`config.mk`:
```
export PLATFORM = sky130hd
export DESIGN_NAME = button_encoder
export DESIGN_NICKNAME = d
export VERILOG_FILES = /design/src/rtl/button_encoder_pkg.sv /design/src/rtl/button_encoder_btn_debounce.sv /design/src/rtl/button_encoder.sv
export SDC_FILE = /design/constraint.sdc
export NUM_CORES = 1
export LEC_CHECK = 0
export CAP_MARGIN = 20
export CORE_AREA = 2 2 45 47
export CTS_BUF_LIST = sky130_fd_sc_hd__clkbuf_16
export CTS_CLUSTER_DIAMETER = 50
export DETAILED_ROUTE_END_ITERATION = 8
export DIE_AREA = 0 0 47 49
export GPL_ROUTABILITY_DRIVEN = 0
export PLACE_DENSITY_LB_ADDON = 0.2
export SYNTH_ARGS = -nofsm -noshare
export SYNTH_HDL_FRONTEND = slang
export SYNTH_SLANG_ARGS = --single-unit
export TNS_END_PERCENT = 20
```
`constraint.sdc`:
```
create_clock -name CLK -period 3.54 [get_ports CLK]
set_clock_uncertainty 0.1 [all_clocks]
set_input_delay 0.531 -clock CLK [delete_from_list [all_inputs] [get_ports CLK]]
set_output_delay 0.531 -clock CLK [all_outputs]
set_load 0.02 [all_outputs]
```
`src/rtl/button_encoder_pkg.sv`:
```
// button_encoder_pkg: colour codes, FSM states and encode helpers shared with the game controller.
package button_encoder_pkg;
   localparam int NUM_BTN = 4;
   localparam logic [1:0] CODE_B0 = 2'd0;
   localparam logic [1:0] CODE_B1 = 2'd1;
   localparam logic [1:0] CODE_B2 = 2'd2;
   localparam logic [1:0] CODE_B3 = 2'd3;
   typedef enum logic {IDLE = 1'b0, HELD = 1'b1} state_t;
   function automatic logic [1:0] encode(input logic [NUM_BTN-1:0] v);
      return v[3] ? CODE_B3 : v[2] ? CODE_B2 : v[1] ? CODE_B1 : CODE_B0;
   endfunction
   function automatic logic is_onehot(input logic [NUM_BTN-1:0] v);
      return (v != '0) && ((v & (v - 4'd1)) == '0);
   endfunction
endpackage

```
`src/rtl/button_encoder_btn_debounce.sv`:
```
// btn_debounce: two-flop synchroniser plus vector-wide debounce of the raw buttons.
module btn_debounce
   import button_encoder_pkg::*;
#(
   parameter int DEBOUNCE_CYCLES = 4,
   parameter int CNT_W = $clog2(DEBOUNCE_CYCLES) + 1
) (
   input  logic               clk,
   input  logic               rst,
   input  logic [NUM_BTN-1:0] btn,
   output logic [NUM_BTN-1:0] db_vec
);
   localparam logic [CNT_W-1:0] LAST = CNT_W'(DEBOUNCE_CYCLES - 1);
   logic [NUM_BTN-1:0] sync_meta, sync_vec, sync_d;
   logic [CNT_W-1:0]   cnt;
   always_ff @(posedge clk) begin
      if (rst) begin
         sync_meta <= '0;
         sync_vec  <= '0;
         sync_d    <= '0;
         db_vec    <= '0;
         cnt       <= '0;
      end else begin
         sync_meta <= btn;
         sync_vec  <= sync_meta;
         sync_d    <= sync_vec;
         // any movement, or agreement with the output, restarts the stability window
         if (sync_vec != sync_d || sync_vec == db_vec) cnt <= '0;
         else if (cnt == LAST) begin
            db_vec <= sync_vec;
            cnt    <= '0;
         end else cnt <= cnt + 1'b1;
      end
   end
endmodule

```
`src/rtl/button_encoder.sv`:
```
// button_encoder: debounced, chord-rejecting encoder emitting one KEY_VALID pulse per press.
module button_encoder
   import button_encoder_pkg::*;
#(
   parameter int DEBOUNCE_CYCLES = 4,
   parameter int CNT_W = $clog2(DEBOUNCE_CYCLES) + 1
) (
   input  logic               CLK,
   input  logic               RST,
   input  logic [NUM_BTN-1:0] BTN,
   input  logic               ENABLE,
   output logic [1:0]         KEY,
   output logic               KEY_VALID,
   output logic               BUSY
);
   logic [NUM_BTN-1:0] db_vec;
   state_t             state;
   btn_debounce #(.DEBOUNCE_CYCLES(DEBOUNCE_CYCLES), .CNT_W(CNT_W)) u_db (
      .clk(CLK), .rst(RST), .btn(BTN), .db_vec(db_vec)
   );
   always_ff @(posedge CLK) begin
      if (RST) begin
         state     <= IDLE;
         KEY       <= '0;
         KEY_VALID <= 1'b0;
         BUSY      <= 1'b0;
      end else begin
         KEY_VALID <= 1'b0;
         if (state == IDLE) begin
            // swallowed presses and chords still park in HELD until full release
            if (db_vec != '0) begin
               state <= HELD;
               BUSY  <= 1'b1;
               if (is_onehot(db_vec) && ENABLE) begin
                  KEY       <= encode(db_vec);
                  KEY_VALID <= 1'b1;
               end
            end
         end else if (db_vec == '0) begin
            state <= IDLE;
            BUSY  <= 1'b0;
         end
      end
   end
endmodule

```
# Word-level counts from Yosys, hierarchy flattened
# Index checks and enable logic that the tools add are counted.
dict set report classes {
  n_mux 10
  magnitude_cmp 0
  shifts 0
  addsub 2
  eq_ne 4
  n_div 0
  mul 0
  reduce_logical 12
  bitwise_logic 4
}
# cell n
set op_table {}
lappend op_table {{$logic_not A4 Y1} 2}
lappend op_table {{$mux W1} 8}
lappend op_table {{$reduce_or A3 Y1} 2}
lappend op_table {{$and A4 B4 Y4} 1}
lappend op_table {{$eq A4 B4 Y1} 1}
lappend op_table {{$mux W2} 2}
lappend op_table {{$ne A4 B4 Y1} 1}
lappend op_table {{$reduce_and A2 Y1} 2}
lappend op_table {{$reduce_bool A4 Y1} 1}
lappend op_table {{$sub A4 B1 Y4 const B} 1}
lappend op_table {{$add A3 B1 Y3 const B} 1}
lappend op_table {{$eq A3 B2 Y1 const B} 1}
lappend op_table {{$not A1 Y1} 3}
lappend op_table {{$reduce_and A3 Y1} 1}
lappend op_table {{$logic_and A1 B1 Y1} 2}
lappend op_table {{$ne A2 B1 Y1 const B} 1}
lappend op_table {{$reduce_bool A2 Y1} 1}
lappend op_table {{$logic_or A1 B1 Y1} 1}
dict set report word_totals {
  latch_bits 0
  ramBits 0
  rom_bits 0
  inputBits 7
  n_memories 0
  ff_bits 24
  output_inout_bits 4
}

# Logic depth before layout (Yosys ltp)
dict set report logic_depth {
  word_depth 6
  ltp_mapped 7
}

# Cells and area by module
# From an unflattened synthesis, not the netlist that was laid out.
dict set report unflattened {
  cells_unflattened 92
  area_unflattened_um2 963.4
}
# mod cells_per_inst seq_area_each_um2 area_per_inst_um2 instances
set modules_own_cells {}
lappend modules_own_cells {btn_debounce 60 380.4 680.7 1}
lappend modules_own_cells {button_encoder 32 100.1 282.8 1}

# Worst setup path before layout
# Ideal clock, no wire load.
dict set report synth_path {
  path_type {flip-flop to flip-flop}
  from {register u_db.sync_vec[0]}
  to {register u_db.db_vec[0]}
  path_stages_with_launch 5
  n_path_buf 0
  arrival_ns 1.252
  slack_ns 2.065
  setup_ns 0.123
  path_cell_list {dfxtp_1 xor2_1 nor4_4 nand3_2 mux2_1}
}
dict set report synth_via {
  elab_chain_cells 4
  word_cells_on_any_way 5
  classes_between {eq/ne: 2; bitwise: 1; reduce/logical: 2}
}
# element line
set synth_lines {}
lappend synth_lines {{from (decl)} button_encoder_btn_debounce.sv:14} ;# logic [NUM_BTN-1:0] sync_meta, sync_vec, sync_d;
lappend synth_lines {{from (signal assigned)} button_encoder_btn_debounce.sv:25} ;# sync_vec <= sync_meta;
lappend synth_lines {{$ne A4 B4 Y1 or $eq A4 B4 Y1 (tied branches)} button_encoder_btn_debounce.sv:28} ;# if (sync_vec != sync_d || sync_vec == db_vec) cnt <= '0;
lappend synth_lines {{$logic_or A1 B1 Y1} button_encoder_btn_debounce.sv:28}
lappend synth_lines {{$not A1 Y1 (no source line)} -}
lappend synth_lines {{$reduce_and A2 Y1 (no source line)} -}
lappend synth_lines {{to (signal assigned)} button_encoder_btn_debounce.sv:30} ;# db_vec <= sync_vec;
lappend synth_lines {{to (decl)} button_encoder_btn_debounce.sv:11} ;# output logic [NUM_BTN-1:0] db_vec
# Several ways; a longest one is shown, not always the timed one.
# A chain may end at the register's enable or synchronous reset.

==> results summary <==
The flow ran to the end, and the final reports show no timing, DRC or antenna violations. The number of I/O port buffers came out at 10. From synthesis to final layout, the design area changed by 21.4%. The startpoint identified for the worst register-to-register timing path is u_db.sync_vec[0]. The clock network fraction of design power came out at 0.507.

The pre-CTS setup slack is 1.35 ns. The remaining design rule violation count is 0. The final core utilization is 0.650. The setup slack of the critical path after layout is 1.62 ns. Setup repair after global routing left no endpoint under its margin. The post-synthesis instance total came out at 98.

Clock tree synthesis inserted a total of 3 buffers. Dividing total power by cell area gives a power density of 523 nW/µm². In the layout the commonest cells are 24 x sky130_fd_sc_hd__dfxtp_1, 17 x sky130_fd_sc_hd__nor2b_1, 11 x sky130_fd_sc_hd__nor2_1.

Counting tap cells, the placed design contains a total of 129 instances. Power comes to 626 µW. The synthesized netlist occupies a cell area of 986 µm². Of the total power, the share spent switching nets is 0.176. The summed negative setup slack over all endpoints came out at 0 ns.

The sequential fraction of the synthesis area came out at 0.487. The clock net in this run drives a total of 24 sinks. After synthesis, the mean cell area works out to 10.1 µm².

The per-cell routed wire length came out at 12.5 µm. The number of max-slew violations in the final report came out at 0. Summed over all cells, the static leakage comes to 0.000508 µW. During synthesis, Yosys emitted a total of 0 warnings. The highest clock frequency the design can meet is 522 MHz.

The setup slack of the most critical reg-to-reg path came out at 1.89 ns. The height of the die came out at 49 µm. The maximum cell stage delay along the critical path is 0.96 ns. At the later pin of the worst-skew pair, clock insertion delay measures 0.26 ns. Along the worst hold path, the cell count comes to 1. The final layout net count came out at 118.

The total internal power is 516 µW. The number of nets with antenna violations after routing came out at 0. The floorplan step set the die width to 47 µm.

Buffers inserted to repair hold after CTS numbered 0. The worst-case headroom to the max-slew limit is 0.492. On the critical path, the stage with the largest delay is an instance of sky130_fd_sc_hd__clkdlybuf4s50_1.

STA classifies the critical path endpoint as a flip-flop. The type of origin of the critical path is an input port. The worst setup path startpoint is RST. The number of antenna diodes in the final layout is 0. The aggregate routed wire length came out at 1.66 mm. The net switching power is 110 µW. The worst-margin pin slew is 0.759 ns. The cell depth of the worst flop-to-flop path is 4. For this run the aggregate overflow at the end of global routing stands at 0. The placed wire-length estimate came out at 1.12 mm. The count of standard-cell rows is 16. The DRC violation total after the first TritonRoute iteration is 3. Of the total power, registers draw 0.447. The flip-flop and latch count after synthesis is 24. The peak supply drop is 454 µV. The class of the most critical setup path is input port to flip-flop.

The final cycle utilization of the critical path is 0.541. The most frequent standard cell in the layout excluding fill and tap cells is sky130_fd_sc_hd__dfxtp_1. The number of gates resized after cts is 0. The detailed-route vias per instance came out at 5.05. The overall routing resource usage is 0.192. The global-route wire length before repair is 3.17 mm.

The worst path required time is 3.58 ns. Setup violations remaining at the end of the flow were counted as 0. Yosys mapped the design onto 24 distinct sky130hd cell types. The number of global-route vias before repair was 717. The floorplan step defined a core boundary enclosing 1840 µm². The buffer depth of the longest clock path came out at 2.

Grouping stages by cell kind, the critical path spends the most delay in buffers and inverters. The number of buffers inserted to repair setup after CTS is 0. The share of total power dissipated in combinational logic is 0.046.

The H-tree depth is 1. Subtracting the final worst setup slack from the clock period gives 1.92 ns. TritonCTS built the clock tree. The total vias in the final route came out at 672.

The number of failing hold endpoints at the final stage is 0. The number of stages on the worst setup path is 3. In this run the worst path has a maximum fanout of 22.

The fraction of layout cells with a size suffix above 1 is 0.0566. The path class of the tightest hold or removal check is flip-flop to flip-flop. The net count after synthesis came out at 109. The reported max-cap violation count is 0. The largest net degree at the start of global routing is 23. The data arrival time of the critical path came out at 1.96 ns.

The worst hold path begins at u_db.cnt[0]. After clock tree synthesis, the clock-pin slew on the worst setup and hold paths is 0.06 ns. The initial antenna violation count came out at 0.

Counting both buffers and inverters, the worst setup path holds a total of 1. The die area is 2300 µm². The number of standard cells in the final layout excluding fillers is 133.

The tree is rooted in a sky130_fd_sc_hd__clkbuf_16. The starting density of the core is 0.535. The signal on the critical path passes through clkdlybuf4s50_1, nor2b_1, mux2_1. The count of fill cells added during filler insertion came out at 166. The number of top-level design ports is 11. The count of TritonRoute iterations in the first routing pass came out at 4.
## area by class of cell
class,count,area (µm²),area share
inverter,3,11.3,0.00940
clock buffer,3,75.1,0.0627
timing repair buffer,10,100,0.0836
tap,27,33.8,0.0282
multi-input combinational,65,467,0.390
clock inverter,1,30.0,0.0251
sequential,24,480,0.401
## worst paths after layout
check | to
min reg2reg | u_db.cnt[0]
max | u_db.db_vec[3]
min | u_db.cnt[0]
max reg2reg | u_db.db_vec[2]
## routing by layer
layer,track usage,part of all wire,vias to the layer above
li1,-,-,331
met1,0.224,0.41,327
met2,0.313,0.55,14
met3,0.0815,0.044,0
met4,0.0509,0,0
met5,0,0,-
## power groups by stage
| stage | clock [µW] | combinational [µW] | sequential [µW] |
|---|---|---|---|
| detailed placement | 0 | 28.4 | 286 |
| floorplan | 0 | 18.7 | 285 |
| CTS | 324 | 29.2 | 280 |
| global route | 341 | 32.0 | 281 |
| global placement | 0 | 27.2 | 286 |
| finish | 317 | 28.7 | 280 |
## state kept, by name, summed over array words and instances, names as in the netlist
signal	cells
state	1
u_db.cnt	3
u_db.sync_d	4
u_db.sync_meta	4
u_db.sync_vec	4
u_db.db_vec	4
BUSY	1
KEY_VALID	1
KEY	2
## Yosys cell counts
library cell,n,area share
sky130_fd_sc_hd__nand3_1,1,0.0051
sky130_fd_sc_hd__nor3_1,2,0.010
sky130_fd_sc_hd__o21a_1,1,0.0076
sky130_fd_sc_hd__nand2_1,1,0.0038
sky130_fd_sc_hd__nor2_1,11,0.042
sky130_fd_sc_hd__a311oi_1,1,0.0089
sky130_fd_sc_hd__a31oi_1,1,0.0063
sky130_fd_sc_hd__a21oi_1,2,0.010
sky130_fd_sc_hd__nand3_2,1,0.010
sky130_fd_sc_hd__buf_2,4,0.020
sky130_fd_sc_hd__nor2b_1,17,0.11
sky130_fd_sc_hd__dfxtp_1,24,0.49
sky130_fd_sc_hd__nor4_1,1,0.0063
sky130_fd_sc_hd__clkbuf_1,2,0.0076
sky130_fd_sc_hd__xor2_1,7,0.062
sky130_fd_sc_hd__xnor2_1,5,0.044
sky130_fd_sc_hd__mux2_1,4,0.046
sky130_fd_sc_hd__nor4_4,1,0.022
sky130_fd_sc_hd__o21ai_0,2,0.010
sky130_fd_sc_hd__nand4_1,1,0.0063
sky130_fd_sc_hd__inv_1,3,0.011
sky130_fd_sc_hd__nand2b_1,1,0.0063
sky130_fd_sc_hd__ha_1,4,0.051
sky130_fd_sc_hd__o31ai_1,1,0.0076
## kinds of logic after synthesis
logic type,after synthesis,share of synthesized area
simple gates,37,0.220
flops,24,0.487
xor+xnor,12,0.107
buf+inv,9,0.0393
compound gates,8,0.0508
mux,4,0.0457
fa+ha+maj,4,0.0508
## metrics by stage
step                hold WS [ns]  area [µm²]
finish                     0.327        1200
global route               0.356        1200
CTS                        0.329        1200
detailed placement         0.322        1090
global placement           0.312        1090
floorplan                  0.299         986
No activity file was read; power rests on OpenSTA's default activity.
==> RTL change 1 (same flow settings) <==
`DEBOUNCE_CYCLES` is set to 4 in 2 places; all go to 2.
--- a/src/rtl/button_encoder_btn_debounce.sv
+++ b/src/rtl/button_encoder_btn_debounce.sv
@@ -4,3 +4,3 @@
 #(
-   parameter int DEBOUNCE_CYCLES = 4,
+   parameter int DEBOUNCE_CYCLES = 2,
    parameter int CNT_W = $clog2(DEBOUNCE_CYCLES) + 1
--- a/src/rtl/button_encoder.sv
+++ b/src/rtl/button_encoder.sv
@@ -4,3 +4,3 @@
 #(
-   parameter int DEBOUNCE_CYCLES = 4,
+   parameter int DEBOUNCE_CYCLES = 2,
    parameter int CNT_W = $clog2(DEBOUNCE_CYCLES) + 1
Behaviour: not the same (a bounded check fails within 10 cycles, from zero or initial values and one cycle with RST high).
==> RTL change 1 against the original RTL <==
Hold slack lost 9.1 ps. Synthesized area shrank 7.1%. Design area shrank 7.6%. Sequential power shrank 4%. Worst setup slack gained 18 ps. Routed wire length shrank 18%. Sequential cell count shrank 1. Total power shrank 14%. Critical path type unchanged. Critical endpoint is now u_db.db_vec[1]. Highest routed layer is now met4.
==> RTL change 1: results <==
metrics = {
    "drt": {
        "drt_iter0_markers": 4,
        "vias": 588,
        "wire_per_inst_microns": 11.0,
        "first_pass_iters": 2,
    },
    "cts": {
        "clock_latency_ps": 250,
        "root_buffer": "clkbuf_16",
        "cts_buffer_depth": 2,
        "htree_levels": 1,
        "cts.repair.resized": 0,
        "post_cts_buffers": 0,
        "clkTransAtPathRegs_ps": 60,
        "cts-buffers-inserted": 3,
    },
    "worst_hold_path": {
        "min_path_cells": 1,
        "min-delay-start": "u_db.cnt[0]",
        "hold_class": "reg2reg",
        "min_to": "u_db.cnt[0]",
    },
    "setup_path": {
        "reg2reg_to": "BUSY",
        "crit_path_start": "RST",
        "r2r-start": "u_db.db_vec[3]",
        "crit_arrival_ps": 1940,
        "reg2reg_slack_ps": 1780,
        "critPathCapture": "u_db.db_vec[1]",
        "critPathMaxFanout": 22,
        "r2r_cells": 5,
    },
    "power": {
        "irDropWorstVdd_uv": 312,
        "total_power_uw": 537,
        "leakage_uw": 0.000446,
        "pwr-share-clk_pct": 44.2,
        "seq_power_uw": 270,
        "p_int_uw": 434,
    },
    "synth": {
        "synthFlopType": "dfxtp_1",
        "synth_area_leaders": "dfxtp_1 50%, nor2b_1 12%, mux2_1 4.9%",
        "syn_nets": 97,
        "synthArstFlopShare_pct": 0,
        "synth_cell_type_count": 27,
        "synthTopCellsByCount": "23 x dfxtp_1, 17 x nor2b_1, 8 x nor2_1",
        "ys_seq_area_share_pct": 50.3,
        "yosysWarnings": 0,
    },
    "timing": {
        "worst_slew_pin_slew_ps": 752,
        "worst_slack_ps": 1640,
        "timing.hold.ws_ps": 318,
    },
    "global_routing": {
        "antenna_found_initial": 0,
        "grt_pass1_vias": 554,
        "grt_pass1_wl_microns": 2320,
        "grt_max_degree": 23,
        "grt_usage_pct": 14.2,
    },
    "final_layout": {
        "drive_above_1_share_pct": 7.22,
        "num_antenna_cells": 0,
        "final_nets": 108,
    },
    "placement": {
        "post-dp-hpwl_microns": 951,
        "io_buffers": 10,
        "pre_cts_ws_ps": 1360,
    },
    "outcome": {
        "status": "completed",
    },
}
## RTL change 1: cells by family after synthesis
family,Yosys count,share of synthesized area [%]
xor+xnor,9,8.61
simple gates,35,22.7
mux,4,4.92
compound gates,6,5.60
flops,23,50.3
fa+ha+maj,3,4.10
buf+inv,7,3.82
## RTL change 1: per-layer routing
metal  track usage (%)  up-vias  wire length (microns)
met5                 0        -                      0
met4              9.72        0                     49
met3              3.33        5                     46
met2              20.5       10                    625
met1              18.1      267                    645
li1                  -      306                      -
## RTL change 1: cell type report
cell class,count,area [sq um]
clock inverters,1,5.00
inverters,3,11.3
repair buffers,10,100
multi-input cells,57,420
well taps,27,33.8
clock buffers,3,75.1
fillers,168,736
flip-flops and latches,23,460
## RTL change 1: per-stage QoR
step | instances | instance area (sq um)
floorplan | 87 | 916
global placement | 120 | 1030
detailed placement | 120 | 1030
CTS | 124 | 1110
global route | 124 | 1110
finish | 124 | 1110
## RTL change 1: critical path, stage by stage
cell and delay (ps):
clkdlybuf4s50_1 960, nor2b_1 130, mux2_1 310
==> RTL change 2 (same flow settings) <==
Without the edit above. Register the output `KEY` once more, cleared by the reset; this adds one clock of latency there. The other outputs are not delayed to match.
--- a/src/rtl/button_encoder.sv
+++ b/src/rtl/button_encoder.sv
@@ -15,2 +15,4 @@
 );
+
+   logic [1:0] KEY_s0;
    logic [NUM_BTN-1:0] db_vec;
@@ -23,3 +25,3 @@
          state     <= IDLE;
-         KEY       <= '0;
+         KEY_s0    <= '0;
          KEY_VALID <= 1'b0;
@@ -34,3 +36,3 @@
                if (is_onehot(db_vec) && ENABLE) begin
-                  KEY       <= encode(db_vec);
+                  KEY_s0    <= encode(db_vec);
                   KEY_VALID <= 1'b1;
@@ -44,2 +46,10 @@
    end
+   always_ff @(posedge CLK) begin
+      if (RST) begin
+         KEY <= '0;
+      end else begin
+         KEY <= KEY_s0;
+      end
+   end
+
 endmodule
Behaviour: not the same (a bounded check fails within 10 cycles, from zero or initial values and one cycle with RST high).
==> RTL change 2 against the original RTL <==
Worst setup slack got worse by 20 ps. Routed wire length is 7.4% lower. Total power decreased by 9.5%. Core utilization increased by 0.27 points. Sequential cell count is 2 higher. Register-to-register slack worse by 100 ps. Synthesized area rose by 3.6%. Design area is 0.42% higher. Largest power group is now registers.
==> RTL change 2: results <==
metrics = {
    "setup_path": {
        "crit_arrival_ps": 1980,
        "critPathMaxFanout": 24,
        "r2r-start": "u_db.db_vec[0]",
        "cpPeakStageDelay_ps": 1000,
        "crit_path_start": "RST",
    },
    "drt": {
        "drt_iter0_markers": 8,
        "vias": 654,
        "wl_microns": 1540,
    },
    "placement": {
        "pre_cts_ws_ps": 1330,
        "post-dp-hpwl_microns": 1050,
        "place_area_sq_um": 1130,
    },
    "power": {
        "irDropWorstVdd_uv": 318,
        "swShare_pct": 18.2,
        "leakage_uw": 0.000495,
    },
    "global_routing": {
        "grt_pass1_vias": 667,
        "grt_max_degree": 25,
        "grt_pass1_wl_microns": 2720,
        "antenna_found_initial": 0,
        "grt_usage_pct": 16.2,
    },
    "final_layout": {
        "drive_above_1_share_pct": 4.81,
        "final_nets": 117,
        "area_growth_pct": 17.8,
        "instances_no_fill": 131,
        "nFillCells": 156,
    },
    "timing": {
        "hold_viol": 0,
        "worst_slew_pin_slew_ps": 808,
    },
    "synth": {
        "syn_inst": 97,
        "syn_nets": 108,
        "synth_cell_type_count": 20,
        "synth_area_leaders": "dfxtp_1 51%, nor2b_1 9.8%, xor2_1 5.1%",
        "synthTopCellsByCount": "26 x dfxtp_1, 16 x nor2b_1, 11 x nor2_1",
        "ys_seq_area_share_pct": 51.0,
    },
    "outcome": {
        "status": "completed",
    },
    "worst_hold_path": {
        "min-delay-start": "u_db.sync_meta[0]",
    },
    "cts": {
        "clkTransAtPathRegs_ps": 60,
    },
}
## RTL change 2: logic make-up (layout without fill, tap and decap cells)
group	count (synthesis)	after routing	share of synthesized area, %
buffers and inverters	11	18	4.53
AOI/OAI and AO/OA	4	4	3.06
xor gates and xnor gates	11	11	9.44
muxes	4	4	4.41
and+or+nand+nor	37	37	22.7
adders and majority gates	4	4	4.90
DFF	26	26	51.0
## RTL change 2: per-layer routing
metal | GRT usage [%] | routed length [microns] | vias to the layer above
met5 | 0 | 0 | -
met4 | 8.33 | 14 | 0
met3 | 3.70 | 45 | 2
met2 | 26.5 | 769 | 11
met1 | 18.9 | 709 | 311
li1 | - | - | 330
## RTL change 2: power by group through the flow
stage / registers [uW] / clock network, uW / logic, uW
floorplan: 308 / 0 / 18.4
global placement: 309 / 0 / 27.0
detailed placement: 309 / 0 / 28.3
CTS: 302 / 242 / 28.8
global route: 303 / 252 / 31.7
finish: 302 / 236 / 28.2
## RTL change 2: worst reg2reg max path, cell delays in order, from the launching register on
cell	delay, ps
dfxtp_1	390
or4_1	590
ha_1	320
nor2_1	50
a21oi_1	110
nor2_1	50
## RTL change 2: layout make-up
| class | count | area share (%) |
|---|---|---|
| clock buffer | 3 | 6.24 |
| sequential | 26 | 43.3 |
| inverter | 5 | 1.56 |
| multi-input combinational | 60 | 37.8 |
| tap | 27 | 2.81 |
| timing repair buffer | 10 | 8.32 |
## RTL change 2: worst paths after layout
check	to	slack, ps	depth (start not counted)
hold / removal	u_db.sync_vec[0]	340	1
hold reg to reg	u_db.sync_vec[0]	340	1
setup / recovery	u_db.db_vec[3]	1600	3
setup reg to reg	BUSY	1790	5
